$ cat src/rtl/tc_deser_pkg.sv
// Shared types and helpers for the bit-serial two's-complement deserializer.
// Imported by the negation cell and the tc_deser top.
package tc_pkg;

    typedef enum logic [1:0] {
        IDLE,
        SHIFT,
        HOLD
    } tc_state_t;

    localparam int TC_W_DEFAULT = 8;

    function automatic int tc_cnt_w(input int w);
        return $clog2(w);
    endfunction

endpackage

$ cat src/rtl/tc_deser_neg_cell.sv
// Serial two's-complement negation cell: bits pass unchanged up to and including
// the first 1, every later bit is inverted. `seen_one` reports the flag in effect for this bit.
module tc_neg_cell
    import tc_pkg::*;
(
    input  logic clk,
    input  logic r_n,
    input  logic clr,
    input  logic en,
    input  logic sin,
    output logic out_bit,
    output logic seen_one
);

    logic seen_q;
    logic seen_d;

    // A clearing bit sees a fresh flag, so bit 0 of a frame always passes through.
    always_comb begin
        seen_one = clr ? 1'b0 : seen_q;
        out_bit  = sin ^ seen_one;
        seen_d   = seen_one | sin;
    end

    always_ff @(posedge clk or negedge r_n) begin
        if (!r_n) begin
            seen_q <= 1'b0;
        end else if (en) begin
            seen_q <= seen_d;
        end
    end

endmodule

$ cat src/rtl/tc_deser.sv
// Receives an LSB-first serial word, negates it on the fly and presents the
// W-bit result on a valid/ready output, with overflow and frame-abort flags.
module tc_deser
    import tc_pkg::*;
#(
    parameter int W = TC_W_DEFAULT
) (
    input  logic         clk,
    input  logic         r_n,
    input  logic         sin,
    input  logic         sin_vld,
    input  logic         sof,
    output logic         sin_rdy,
    output logic [W-1:0] dout,
    output logic         neg_ovf,
    output logic         dout_vld,
    input  logic         dout_rdy,
    output logic         busy,
    output logic         frm_err
);

    localparam int CW = tc_cnt_w(W);
    localparam logic [CW-1:0] LAST_BIT = CW'(W - 1);

    tc_state_t       state_q;
    logic [CW-1:0]   cnt_q;
    logic [W-1:0]    shiftReg_q;
    logic [W-1:0]    dout_q;
    logic            ovf_q;
    logic            doutVld_q;
    logic            busy_q;
    logic            frmErr_q;

    logic            accept;
    logic            startFrame;
    logic            cellEn;
    logic            outBit;
    logic            seenOne;
    logic [W-1:0]    shift_d;
    logic [W-1:0]    start_d;

    assign sin_rdy    = (state_q != HOLD) || dout_rdy;
    assign accept     = sin_vld && sin_rdy;
    assign startFrame = accept && sof;
    assign cellEn     = accept && (sof || (state_q == SHIFT));

    tc_neg_cell u_neg (
        .clk      (clk),
        .r_n      (r_n),
        .clr      (startFrame),
        .en       (cellEn),
        .sin      (sin),
        .out_bit  (outBit),
        .seen_one (seenOne)
    );

    // Right-shifting assembly: each new bit enters at the MSB, so bit 0 ends up as the LSB.
    always_comb begin
        shift_d = {outBit, shiftReg_q[W-1:1]};
        start_d = {outBit, {(W-1){1'b0}}};
    end

    always_ff @(posedge clk or negedge r_n) begin
        if (!r_n) begin
            state_q    <= IDLE;
            cnt_q      <= '0;
            shiftReg_q <= '0;
            dout_q     <= '0;
            ovf_q      <= 1'b0;
            doutVld_q  <= 1'b0;
            busy_q     <= 1'b0;
            frmErr_q   <= 1'b0;
        end else begin
            frmErr_q <= 1'b0;
            unique case (state_q)
                IDLE: begin
                    if (startFrame) begin
                        state_q    <= SHIFT;
                        cnt_q      <= CW'(1);
                        shiftReg_q <= start_d;
                        busy_q     <= 1'b1;
                    end
                end
                SHIFT: begin
                    if (startFrame) begin
                        // Early start-of-frame: drop the partial word and restart on this bit.
                        cnt_q      <= CW'(1);
                        shiftReg_q <= start_d;
                        frmErr_q   <= 1'b1;
                    end else if (accept) begin
                        shiftReg_q <= shift_d;
                        if (cnt_q == LAST_BIT) begin
                            state_q   <= HOLD;
                            cnt_q     <= '0;
                            dout_q    <= shift_d;
                            ovf_q     <= sin && !seenOne;
                            doutVld_q <= 1'b1;
                            busy_q    <= 1'b0;
                        end else begin
                            cnt_q <= cnt_q + CW'(1);
                        end
                    end
                end
                HOLD: begin
                    if (dout_rdy) begin
                        doutVld_q <= 1'b0;
                        if (startFrame) begin
                            state_q    <= SHIFT;
                            cnt_q      <= CW'(1);
                            shiftReg_q <= start_d;
                            busy_q     <= 1'b1;
                        end else begin
                            state_q <= IDLE;
                        end
                    end
                end
                default: begin
                    state_q <= IDLE;
                end
            endcase
        end
    end

    assign dout     = dout_q;
    assign neg_ovf  = ovf_q;
    assign dout_vld = doutVld_q;
    assign busy     = busy_q;
    assign frm_err  = frmErr_q;

endmodule

$ cat config.mk
export PLATFORM = sky130hd
export DESIGN_NAME = tc_deser
export DESIGN_NICKNAME = d
export VERILOG_FILES = /design/src/rtl/tc_deser_pkg.sv /design/src/rtl/tc_deser_neg_cell.sv /design/src/rtl/tc_deser.sv
export SDC_FILE = /design/constraint.sdc
export NUM_CORES = 1
export LEC_CHECK = 0
export BUFFER_PORTS_ARGS = -buffer_cell sky130_fd_sc_hd__buf_4
export CAP_MARGIN = 20
export CORE_ASPECT_RATIO = 0.75
export CORE_UTILIZATION = 54
export DETAILED_ROUTE_END_ITERATION = 10
export PLACE_DENSITY_LB_ADDON = 0.1
export SLEW_MARGIN = 20
export SYNTH_ARGS = -nofsm -noshare
export SYNTH_HDL_FRONTEND = slang
export SYNTH_SLANG_ARGS = --single-unit
$ cat constraint.sdc
create_clock -name clk -period 2.4 [get_ports clk]
set_input_delay 0.12 -clock clk [delete_from_list [all_inputs] [get_ports clk]]
set_output_delay 0.12 -clock clk [all_outputs]
set_load 0.01 [all_outputs]
# --- Yosys cells after proc, flatten, opt, wreduce, memory -nomap -nowiden ---
# Index checks and enable logic that the tools add are counted.
classes:
  add_sub_neg: 1
  multipliers: 0
  div: 0
  n_lt_le_gt_ge: 0
  n_eq_ne: 10
  shift: 0
  muxes: 32
  bitwise_logic: 3
  n_reduce_logical: 15
op_table:
  columns: ["cell", "n"]
  rows:
  - ["two-way mux 8 bit", 4]
  - ["case mux 8 bit (3 select lines)", 1]
  - ["two-way mux 3 bit", 5]
  - ["AND reduction 5 bit", 3]
  - ["two-way mux 1 bit", 13]
  - ["two-way mux 2 bit", 5]
  - ["case mux 3 bit (3 select lines)", 1]
  - ["inequality test 2 bit, second input constant", 4]
  - ["case mux 2 bit (3 select lines)", 1]
  - ["logical AND 1 bit", 4]
  - ["inequality test 2 x 1 -> 1 bit, second input constant", 2]
  - ["AND reduction 4 bit", 1]
  - ["adder 3 x 1 -> 3 bit, second input constant", 1]
  - ["equality test 3 bit, second input constant", 1]
  - ["inequality test 3 x 2 -> 1 bit, second input constant", 1]
  - ["case mux 1 bit (3 select lines)", 1]
  - ["AND reduction 3 bit", 1]
  - ["nonzero test 3 bit", 1]
  - ["equality test 2 x 1 -> 1 bit, second input constant", 1]
  - ["equality test 2 bit, second input constant", 1]
  - ["zero test 2 bit", 1]
  - ["logical OR 1 bit", 2]
  - ["case mux 1 bit (2 select lines)", 1]
  - ["nonzero test 2 bit", 1]
  - ["other kinds (4)", 4]
totals:
  regBits: 26
  latchBits: 0
  mem_bits_rw: 0
  rom_bits: 0
  input_bits: 6
  mem_count: 0

# --- Depth between registers and ports, before layout ---
logic_depth:
  depth_word: 9
  mapped_depth: 6

# --- Modules after synthesis ---
# From an unflattened synthesis, not the netlist that was laid out.
hier_totals:
  hier_cells: 88
  hier_area_um2: 1166.1
modules_own_cells:
  columns: ["module", "n_inst", "cells_per_inst", "area_each_um2", "seq_area_each_um2"]
  rows:
  - ["tc_deser", 1, 81, 1106.1, 600.6]
  - ["tc_neg_cell", 1, 7, 60.1, 25.0]

# --- Least setup slack after synthesis ---
# OpenSTA, ideal clock, no wires.
synth_path:
  kind: "register -> register"
  from: "register state_q[1]"
  to: "register shiftReg_q[7]"
  setup_time_ps: 125
  arrival_time_ps: 1381
  required_ps: 2275
  setup_slack_ps: 894
  stages_incl_launch_ff: 6
  n_path_buf: 0
  period_less_slack_ps: 1506
  cell_sequence: "dfrtp_1 nand2b_1 nor2_1 o21ai_0 ha_1 mux2_2"
synth_between:
  elab_chain_cells: 9
  elab_cells_between_ends: 18
  cone_classes: "5 x eq/ne; 6 x mux; 1 x bitwise; 6 x reduce/logical"
synth_lines:
  columns: ["item", "line_no", "text"]
  rows:
  - ["from (decl)", "tc_deser.sv:25", "tc_state_t state_q;"]
  - ["from (signal assigned)", "tc_deser.sv:65", "state_q <= IDLE;"]
  - ["from (signal assigned)", "tc_deser.sv:78", "state_q <= SHIFT;"]
  - ["from (signal assigned)", "tc_deser.sv:93", "state_q <= HOLD;"]
  - ["inequality test 2 bit (*)", "tc_deser.sv:42", "assign sin_rdy = (state_q != HOLD) || dout_rdy;"]
  - ["logical OR 1 bit (*)", "tc_deser.sv:42", null]
  - ["logical AND 1 bit (*)", "tc_deser.sv:43", "assign accept = sin_vld && sin_rdy;"]
  - ["logical AND 1 bit (*)", "tc_deser.sv:44", "assign startFrame = accept && sof;"]
  - ["two-way mux 1 bit (*)", "tc_deser_neg_cell.sv:20", "seen_one = clr ? 1'b0 : seen_q;"]
  - ["bitwise XOR 1 bit (*)", "tc_deser_neg_cell.sv:21", "out_bit = sin ^ seen_one;"]
  - ["named net outBit", "tc_deser.sv:37", "logic outBit;"]
  - ["two-way mux 8 bit (on tied branches)", "tc_deser.sv:77, tc_deser.sv:107, tc_deser.sv:90", null]
  - ["two-way mux 8 bit (on tied branches)", "tc_deser.sv:105, tc_deser.sv:85", null]
  - ["case mux 8 bit (3 select lines) (*)", "tc_deser.sv:75", "unique case (state_q)"]
  - ["to (signal assigned)", "tc_deser.sv:80", "shiftReg_q <= start_d;"]
  - ["to (signal assigned)", "tc_deser.sv:88", "shiftReg_q <= start_d;"]
  - ["to (signal assigned)", "tc_deser.sv:110", "shiftReg_q <= start_d;"]
  - ["to (decl)", "tc_deser.sv:27", "logic [W-1:0] shiftReg_q;"]
# The timed path passes the listed nets; every way through them passes the cells marked *. The select of a mux whose other input is x is not followed.
# A chain may end at the register's enable or synchronous reset.

# --- Final worst setup path ---
layout_path:
  from: "register cnt_q[0]"
  to: "register dout_q[2] (netlist: dout[2])"
layout_between:
  elab_chain_cells: 2
layout_lines:
  columns: ["item", "line_no", "text"]
  rows:
  - ["from (decl)", "tc_deser.sv:26", "logic [CW-1:0] cnt_q;"]
  - ["from (signal assigned)", "tc_deser.sv:100", "cnt_q <= cnt_q + CW'(1);"]
  - ["equality test 3 bit", "tc_deser.sv:92", "if (cnt_q == LAST_BIT) begin"]
  - ["AND reduction 4 bit (no line)", null, null]
  - ["to (signal assigned)", "tc_deser.sv:95", "dout_q <= shift_d;"]
  - ["to (decl)", "tc_deser.sv:28", "logic [W-1:0] dout_q;"]
# No other way between the ends.

==> run metrics <==
worst slew pin tran=504 ps; mux contribution to synthesized area=20.0%; yosys warns=0; Die Y=43.2 um; Multi-input gate area=543 sq um; Clk Latency, worst-skew pair=330 ps; Synth area leaders=dfrtp_1 (51%), mux2_2 (10%), mux2_4 (9.8%); Clk network pwr share=13.4%; DR top layer=met4; gr ovfl total=0; sequential fraction of the synthesis area=around 51%; Filler cells=around 150; min Tclk post-route=1950 ps; Avg Cell Area, Syn=13.7 sq um; Final Setup Violations=0; # clock sinks=25; critical path required time=2610 ps; Max Fclk=512 MHz; IO Pins=19; commonest non-fill, non-tap cell in the layout=dfrtp_1; PortBufs=18; DR iter-0 viols=9; Synth Area in Compound Gates=between 7 and 8%; Fin Hold WS=93.3 ps; highest-count cells in the layout ignoring fill and taps=dfrtp_1 (25), buf_4 (20), mux2_2 (11); GP Congestion=0.795; final setup skew=16.5 ps; FF/Latch Area=around 630 sq um; NumNets Final=122; DRT Wirelength=about 2100 um; Starting Density=around three fifths; post-route ant nets=0; Max-slew headroom=approximately two thirds; Net Sw Power=0.000443 W; post-route clock period utilization=between 80% and 90%; Reg clk slew, reported paths=140 ps; synthesized cell area=roughly 1200 sq um; CP endpoint kind=flop; H-tree Lvls=1; layout cells sized above 1=~44%; XOR/XNOR share of the synthesized area=0%; hpwl dp=1510 um; Pwr Density=992 nW/um^2; status=finished, violations left; ant diodes=0; P_int=0.000950 W; leakage=0.711 nW; Die Area=2460 sq um; first-pass GRT wire length=3600 um; global-route usage over all layers=20.6%; maxcap violations=0; initial antenna violation count=0; CP max FO=8; R2R Setup Slk=450 ps; met3 wire length=between 100 and 150 um; fraction of power consumed by sequential logic=48.9%; Net Sw Frac=approximately a third; area leader, netlist=dfrtp_1; routed vias=775; clock root buffer=clkbuf_4; Clock Path Buffers=2; P&R area growth vs syn=15.0%; Mapped Cells=89; First-pass DRT Iterations=7; largest family of logic cells by synthesized area=multiplexers; RSZ-0062 raised after global routing=false; post-synthesis adder-cell area fraction=under 10%; routed vias/inst=5.74; Yosys cell types=28; Post-Syn Nets=99; Hold Fails Final Rpt=0; failing checks=design-rule violations; wire per inst=15.6 um; core footprint=2070 sq um; largest net degree at the start of global routing=26; DIE WIDTH=between 50 and 60 um; total CTS buffers=3; Post-CTS Setup Repair Bufs=0; Simple-Gate Fraction of Synth Area=12.4%; post-synth top area share=51.2%; CP arrival=approximately 2200 ps; startpoint types=flop; Peak VDD IR=0.000605 V; vias in the first global route=774; #FFs+latches synth=25; met2 wire length=863 um; min-delay worst type=in2reg; Final Max Tran Viols=0; setup TNS=0 ps; Setup CP Type=reg2reg; DRC=4; met1 wire length=1050 um; CTS tree=built; row count=14; Comb power frac=between 30% and 40%
-- logic make-up (layout without fill, tap and decap cells) --
kind of cell / after synthesis / in the layout
simple gates: 21 / 21
mux: 19 / 19
flops: 25 / 25
buf+inv: 8 / 30
fa+ha+maj: 4 / 4
compound gates: 12 / 12
-- flip-flops by register name, indices dropped and copies added (netlist names) --
signal        flops
frm_err           1
dout              8
dout_vld          1
neg_ovf           1
busy              1
state_q           2
u_neg.seen_q      1
shiftReg_q        7
cnt_q             3
-- power by group through the flow --
stage / clock (W) / sequential [W] / combinational, W
finish: 0.000187 / 0.000681 / 0.000525
global route: 0.000213 / 0.000700 / 0.000576
CTS: 0.000192 / 0.000683 / 0.000530
detailed placement: 0 / 0.000692 / 0.000526
global placement: 0 / 0.000683 / 0.000512
floorplan: 0 / 0.000681 / 0.000348
-- stage by stage --
| stage | util (%) | instances | setup slack, ps | instance area (sq um) | power, W |
|---|---|---|---|---|---|
| 6_report | 67.9 | 135 | 447 | 1400 | 0.00139 |
| 3_5_place_dp | 66.2 | 130 | 503 | 1370 | 0.00122 |
| 2_1_floorplan | - | 89 | 894 | 1220 | 0.00103 |
| 3_3_place_gp | 66.2 | 130 | 627 | 1370 | 0.00119 |
| 4_1_cts | 67.9 | 135 | 467 | 1400 | 0.00141 |
| 5_1_grt | 67.9 | 135 | 324 | 1400 | 0.00149 |
-- timing repair --
| action | in CTS | in global routing |
|---|---|---|
| endpoints found under the setup margin | 0 | 0 |
| hold buffers | 1 | 0 |
| resized for setup | 0 | 0 |
| endpoints found under the hold margin | 25 | 0 |
-- cells in the mapped netlist (all sizes together) --
| cell type | count |
|---|---|
| dfrtp | 25 |
| mux2 | 19 |
| and3 | 7 |
| inv | 5 |
| ha | 4 |
| nand2b | 4 |
| buf | 3 |
| nor2 | 3 |
| a21oi | 2 |
| nand2 | 2 |
| o211ai | 2 |
| o21ai | 2 |
| a211o | 1 |
| a21boi | 1 |
| a21o | 1 |
| a41oi | 1 |
| and4b | 1 |
| nand3b | 1 |
| nor2b | 1 |
| nor3 | 1 |
| o22a | 1 |
| o22ai | 1 |
| or2 | 1 |
-- per-layer routing --
| layer | track usage (%) | vias up |
|---|---|---|
| met5 | 0 | - |
| met4 | 12.2 | 0 |
| met3 | 6.40 | 11 |
| met2 | 27.8 | 27 |
| met1 | 29.0 | 373 |
| li1 | - | 364 |
-- worst paths after layout --
path | end | start | cells after the start
max in group asynchronous | shiftReg_q[3] | r_n | 2
setup reg to reg | dout[2] | cnt_q[0] | 6
setup / recovery | dout[2] | cnt_q[0] | 6
min in group asynchronous | state_q[0] | r_n | 2
hold / removal | state_q[0] | dout_rdy | 3
hold reg to reg | dout_vld | dout_vld | 1
-- critical path, cell delays in order (launching register included) --
cell and delay (ps):
dfrtp_1 400, ha_1 170, ha_1 190, nand2_1 130
nor3_4 410, buf_4 230, mux2_4 300
-- area by class of cell --
cell class,instances,area share [%]
clock buffers,4,1.87
inverters,5,1.34
multi-input cells,56,38.7
flip-flops and latches,25,44.6
well taps,24,2.14
repair buffers,21,11.4
No activity file was read; power rests on OpenSTA's default activity.
